**src/rtl/alu_share_arb.sv**
```systemverilog
// Round-robin arbiter/sequencer sharing one combinational DSP ALU between two requesters.
// Define ALU_SHARE_ARB_FIXED_PRIO_EN for fixed priority (port 0 always wins contention).
module alu_share_arb #(
  parameter int unsigned DATA_W = 32,
  parameter int unsigned CTL_W  = 7
) (
  input  logic              clk,
  input  logic              rst_n,
  input  logic              r0_valid,
  output logic              r0_ready,
  input  logic [CTL_W-1:0]  r0_ctl,
  input  logic [DATA_W-1:0] r0_a,
  input  logic [DATA_W-1:0] r0_b,
  output logic              r0_resp_valid,
  input  logic              r0_resp_ready,
  output logic [DATA_W-1:0] r0_resp_data,
  output logic              r0_resp_branch,
  input  logic              r1_valid,
  output logic              r1_ready,
  input  logic [CTL_W-1:0]  r1_ctl,
  input  logic [DATA_W-1:0] r1_a,
  input  logic [DATA_W-1:0] r1_b,
  output logic              r1_resp_valid,
  input  logic              r1_resp_ready,
  output logic [DATA_W-1:0] r1_resp_data,
  output logic              r1_resp_branch,
  output logic [CTL_W-1:0]  alu_ctl,
  output logic [DATA_W-1:0] alu_a,
  output logic [DATA_W-1:0] alu_b,
  input  logic [DATA_W-1:0] alu_out,
  input  logic              alu_branch,
  output logic              busy,
  output logic              grant_id
);

  typedef enum logic [1:0] {IDLE, EXEC, RESP} state_t;

  state_t            state, state_nxt;
  logic              last_grant;
  logic              gnt;
  logic              accept;
  logic              resp_hs;
  logic [DATA_W-1:0] res_data;
  logic              res_branch;

  // Grant is computed every cycle; it only matters when IDLE and rst_n is high.
  always_comb begin
    gnt = 1'b0;
    if (r0_valid && r1_valid) begin
`ifdef ALU_SHARE_ARB_FIXED_PRIO_EN
      gnt = 1'b0;
`else
      gnt = ~last_grant;
`endif
    end else if (r1_valid) begin
      gnt = 1'b1;
    end
  end

  assign accept   = (state == IDLE) && rst_n && (r0_valid || r1_valid);
  assign r0_ready = accept && !gnt;
  assign r1_ready = accept && gnt;
  assign resp_hs  = grant_id ? r1_resp_ready : r0_resp_ready;

  always_comb begin
    state_nxt = state;
    case (state)
      IDLE:    if (accept)  state_nxt = EXEC;
      EXEC:                 state_nxt = RESP;
      RESP:    if (resp_hs) state_nxt = IDLE;
      default:              state_nxt = IDLE;
    endcase
  end

  always_ff @(posedge clk) begin
    if (!rst_n) begin
      state      <= IDLE;
      last_grant <= 1'b1;
      grant_id   <= 1'b0;
      alu_ctl    <= '0;
      alu_a      <= '0;
      alu_b      <= '0;
      res_data   <= '0;
      res_branch <= 1'b0;
    end else begin
      state <= state_nxt;
      // ALU operands only change on the accept edge so the DSP inputs stay quiet.
      if (accept) begin
        grant_id   <= gnt;
        last_grant <= gnt;
        alu_ctl    <= gnt ? r1_ctl : r0_ctl;
        alu_a      <= gnt ? r1_a   : r0_a;
        alu_b      <= gnt ? r1_b   : r0_b;
      end
      if (state == EXEC) begin
        res_data   <= alu_out;
        res_branch <= alu_branch;
      end
    end
  end

  assign busy           = (state != IDLE);
  assign r0_resp_valid  = (state == RESP) && !grant_id;
  assign r1_resp_valid  = (state == RESP) && grant_id;
  assign r0_resp_data   = res_data;
  assign r1_resp_data   = res_data;
  assign r0_resp_branch = res_branch;
  assign r1_resp_branch = res_branch;

endmodule

```
**config.mk**
```make
export PLATFORM = sky130hd
export DESIGN_NAME = alu_share_arb
export DESIGN_NICKNAME = d
export VERILOG_FILES = /design/src/rtl/alu_share_arb.sv
export SDC_FILE = /design/constraint.sdc
export NUM_CORES = 1
export LEC_CHECK = 0
export BUFFER_PORTS_ARGS = -buffer_cell sky130_fd_sc_hd__buf_2
export CAP_MARGIN = 20
export CORE_AREA = 4 4 122 124
export DETAILED_ROUTE_END_ITERATION = 10
export DIE_AREA = 0 0 126 128
export PLACE_DENSITY = 0.8
export RECOVER_POWER = 50
export SYNTH_ARGS = -nofsm -noshare
export SYNTH_HDL_FRONTEND = slang
export SYNTH_SLANG_ARGS = --single-unit
```
**constraint.sdc**
```tcl
create_clock -name clk -period 3.9 [get_ports clk]
set_clock_uncertainty 0.2 [all_clocks]
set_input_delay 0.39 -clock clk [delete_from_list [all_inputs] [get_ports clk]]
set_output_delay 0.39 -clock clk [all_outputs]
set_load 0.05 [all_outputs]
```
### Word level (Yosys, flattened, before mapping)

Index checks and enable logic that the tools add are counted.

* register bits: 108
* bits of input ports: 181
* logic and storage cells: 35
* output and inout port bits: 143

* muxes and demuxes: 9
* bitwise logic cells: 1
* equality and inequality tests: 4
* reductions and logical operators: 13

Operator list (number)
* 32-bit 2-to-1 mux: 2
* 1-bit logical AND: 7
* 7-bit 2-to-1 mux: 1
* 2-bit one-hot mux with 3 select lines: 1
* 2-bit 2-to-1 mux: 2
* 2-bit inequality test (second input constant): 2
* 1-bit 2-to-1 mux: 3
* 2-bit by 1-bit equality test with 1-bit output (second input constant): 1
* 2-bit equality test (second input constant): 1
* 1-bit zero test: 2
* 2-bit zero test: 1
* 2-bit AND reduction: 1
* 2-bit nonzero test: 1
* 1-bit logical OR: 1
* 1-bit inverter: 1

### Longest topological paths before layout

* word-level depth: 5
* mapped depth: 6
* gate-level depth less buffers: 4

### Least setup slack after synthesis

No wires, ideal clock.

* kind: reg-to-output
* from: register grant_id
* to: output port r0_resp_valid
* required time: 3.310 ns
* cell stages (with the launch flop): 2
* path slack: 1.581 ns
* buffers on the path: 0
* arrival: 1.729 ns
* cell sequence: dfxtp_1 > nor3b_1

* cells in the longest elaborated chain, start to end: 2

RTL lines
* start: declaration: RTL line 33 `output logic grant_id`
* start signal: assignment: RTL line 89 `grant_id <= gnt;`
* 1-bit zero test: RTL line 103 `assign r0_resp_valid = (state == RESP) && !grant_id;`
* 1-bit logical AND: RTL line 103
* end: declaration: RTL line 14 `output logic r0_resp_valid,`

Every way passes these cells.

### Final worst setup path

* from: input port rst_n
* to: register alu_a[8]

* cells in the longest elaborated chain, start to end: 2

RTL lines
* start: declaration: RTL line 8 `input logic rst_n,`
* 1-bit logical AND (2 in a row): RTL line 60 `assign accept = (state == IDLE) && rst_n && (r0_valid || r1_valid);`
* end signal: assignment: RTL line 92 `alu_a <= gnt ? r1_a : r0_a;`
* end: declaration: RTL line 28 `output logic [DATA_W-1:0] alu_a,`

Parallel ways exist; a longest one is shown, timed or not.
A chain may end at the register's enable or synchronous reset.

==> impl_results.md <==
- Status: finished with violations
- Failing checks: capacitance limit, slew limit
- Startpoint Class: input pin
- Num rows: 43
- # fillers: about 1500
- PwrDens: 484 mW/mm2
- # H-tree levels: 3
- Count leader, synth: nand2_1
- DRT Wirelength: 17100 um
- Largest net degree at the start of global routing: between 70 and 80
- Final Cycle Share: 0.757
- Remaining DRCs: 0
- RePlAce Congestion: between 0.7 and 0.8
- Post-synthesis register bit count: 108
- Global route overflow: 0
- Tmin final: between 2 and 3 ns
- Clock Sinks: 108
- Cts repair resizes: 0
- Max Cap Viol: 2
- Post-synthesis async set-or-reset flop share: 0
- Fin util: 0.462
- CTS tree: built
- Final Max Slew Viols: 36
- EDFF count, synth: 0
- Root buffer cell: clkbuf_16
- Vias in the first global route: 4916
- Antenna-violating nets left: 0
- # IOs: 324
- WL/cell: 16.4 um
- Initial drt markers: 279
- Area leader, netlist: dfxtp_1
- Vias per cell: approximately 5.1
- Top-area cell type share of the netlist area: 0.445
- Number of I/O port buffers: 323
- WP data arrival: 3.00 ns
- Die area: between 0.015 and 0.02 mm2
- Initial antenna violation count: 1
- Final hold violation count: 0
- Peak VDD IR: between 0.2 and 0.25 mV
- # setup viols final: 0
- Syn avg cell area: 8.01 um2
- Slew headroom: -0.0271
- Die height: 128 um
- Clk_lat worst skew: 0.34 ns
- First-pass GRT wire length: 25800 um
- Share of the yosys chip area belonging to registers: 0.445
- Vias: 5312
- Hold slack: 0.0797 ns
- Fin Setup TNS: 0 ns
- RSZ-0062 raised after global routing: no
- Placement-stage worst setup slack: 1.50 ns
- Area growth, synth to finish: 31.2%
- DPL Wire Length: 12500 um
- Count of different cell masters after synthesis: 28
- Clock Path Buffers: 2
- WP data required: 3.95 ns
- Most used DFF post-synth: dfxtp_1
- CP endpoint kind: register
- Crit Path Category: in2reg
- Total Nets Final: between 1000 and 1500
- Layout cell share with drive strength beyond 1: 0.283
- Initial Util: 0.352
- Pre-antenna DRT Iters: 4
- Post-synthesis cell area: 0.00485 mm2
- Hold-fix buffers at CTS: 0
- All-Layer GR Usage: 0.197
- Synthesis Warnings: 0
- Slew @ Worst Pin: about 1.5 ns
- Setup ws final: roughly 0.95 ns
- Pleak: 2.68 nW
- Reg2Reg Setup Slack: 1.53 ns
- Cell count after synthesis: ~600
- Setup fix buffers added after clock tree synthesis: 0
- Worst hold path class: in2reg
- Worst-path maximum fanout: 40
- Synthesized Nets: slightly below 800
- Cts bufs inserted: 9
- Dpl cells: 1029
- Area of the core: about 0.014 mm2
- Clk slew on worst S/H paths: 0.07 ns
- Max frequency: roughly 340 MHz
- Post-Layout Cell Count: roughly 1000
- Synth top area cells: dfxtp_1 45%, nand2_1 16%, a311oi_1 11%
- Die Width: 126 um
- Post-synth top cells: 208 x nand2_1, 108 x dfxtp_1, 106 x a21oi_1
## area by class of cell
type | count | area (um2) | area share
flip-flops and latches | 108 | 2160 | 0.339
multi-input cells | 404 | 2140 | 0.336
repair buffers | 334 | 1560 | 0.244
clock buffers | 12 | 236 | 0.0371
well taps | 180 | 225 | 0.0354
clock inverters | 4 | 33.8 | 0.00530
inverters | 3 | 12.5 | 0.00196
diodes | 1 | 2.50 | 0.000393
## state kept, by name, summed over array words and instances (netlist names)
register        count
alu_ctl             7
last_grant          1
grant_id            1
alu_a              32
r0_resp_branch      1
state               2
alu_b              32
r0_resp_data       32
## kinds of logic after synthesis
kind of cell	after synthesis	share of synthesized area
AOI/OAI and AO/OA	181	0.255
buffers and inverters	94	0.118
DFF	108	0.445
muxes	1	0.00206
and+or+nand+nor	222	0.180
## critical path, stage by stage
cell	delay (ns)
clkbuf_1	0.16
clkinvlp_2	1.14
clkbuf_1	0.89
a311oi_2	0.40
## per-layer routing
metal | GRT usage | part of all wire
met1 | 0.237 | 0.40
met2 | 0.349 | 0.50
met3 | 0.0517 | 0.092
met4 | 0.0568 | 0.014
met5 | 0 | 0
## final timing paths
| path | start | end | depth (start not counted) |
|---|---|---|---|
| setup / recovery | rst_n | alu_a[8] | 4 |
| hold / removal | alu_out[27] | r0_resp_data[27] | 3 |
| setup reg to reg | state[1] | r0_resp_data[14] | 4 |
| hold reg to reg | r0_resp_data[24] | r0_resp_data[24] | 2 |
## power by group
part	switching [mW]	total (mW)	internal, mW	leakage (nW)
sequential	0.0640	1.27	1.20	0.888
clock	0.411	0.850	0.439	0.127
combinational	0.731	0.968	0.237	1.66
## stage by stage
stage / instance area [um2] / power [mW]
after global placement: 6250 / 2.28
final: 6370 / 3.08
after floorplan: 4850 / 2.04
after global routing: 6370 / 3.23
after detailed placement: 6250 / 2.29
after CTS: 6520 / 3.15
## cells in the final DEF (no fill, tap or decap)
cell        netlist  layout
a311oi_1         62      62
nand2_1         208     208
clkinvlp_4        0       1
or2_2             1       2
nor2_1            2       2
mux2i_1           1       1
nor2b_2           0       1
clkinvlp_2        0       1
buf_12            0       1
diode_2           0       1
inv_1             1       1
a21boi_4          0       1
inv_2             2       1
nor3b_1           1       1
clkbuf_1         10     124
dfxtp_1         108     108
inv_6             0       1
a21bo_2           1       1
nand3b_1          1       1
clkbuf_16         0       9
nand3_1           2       2
and3b_1           1       1
nor3b_4           0       1
nand2b_1          1       1
a311oi_2          9       9
buf_4            40       8
or3b_2            1       1
o21ai_0           2       2
clkinv_4          0       2
buf_2            36     204
a21oi_1         106     106
nand2_2           1       1
(Power assumes the default switching activity.)
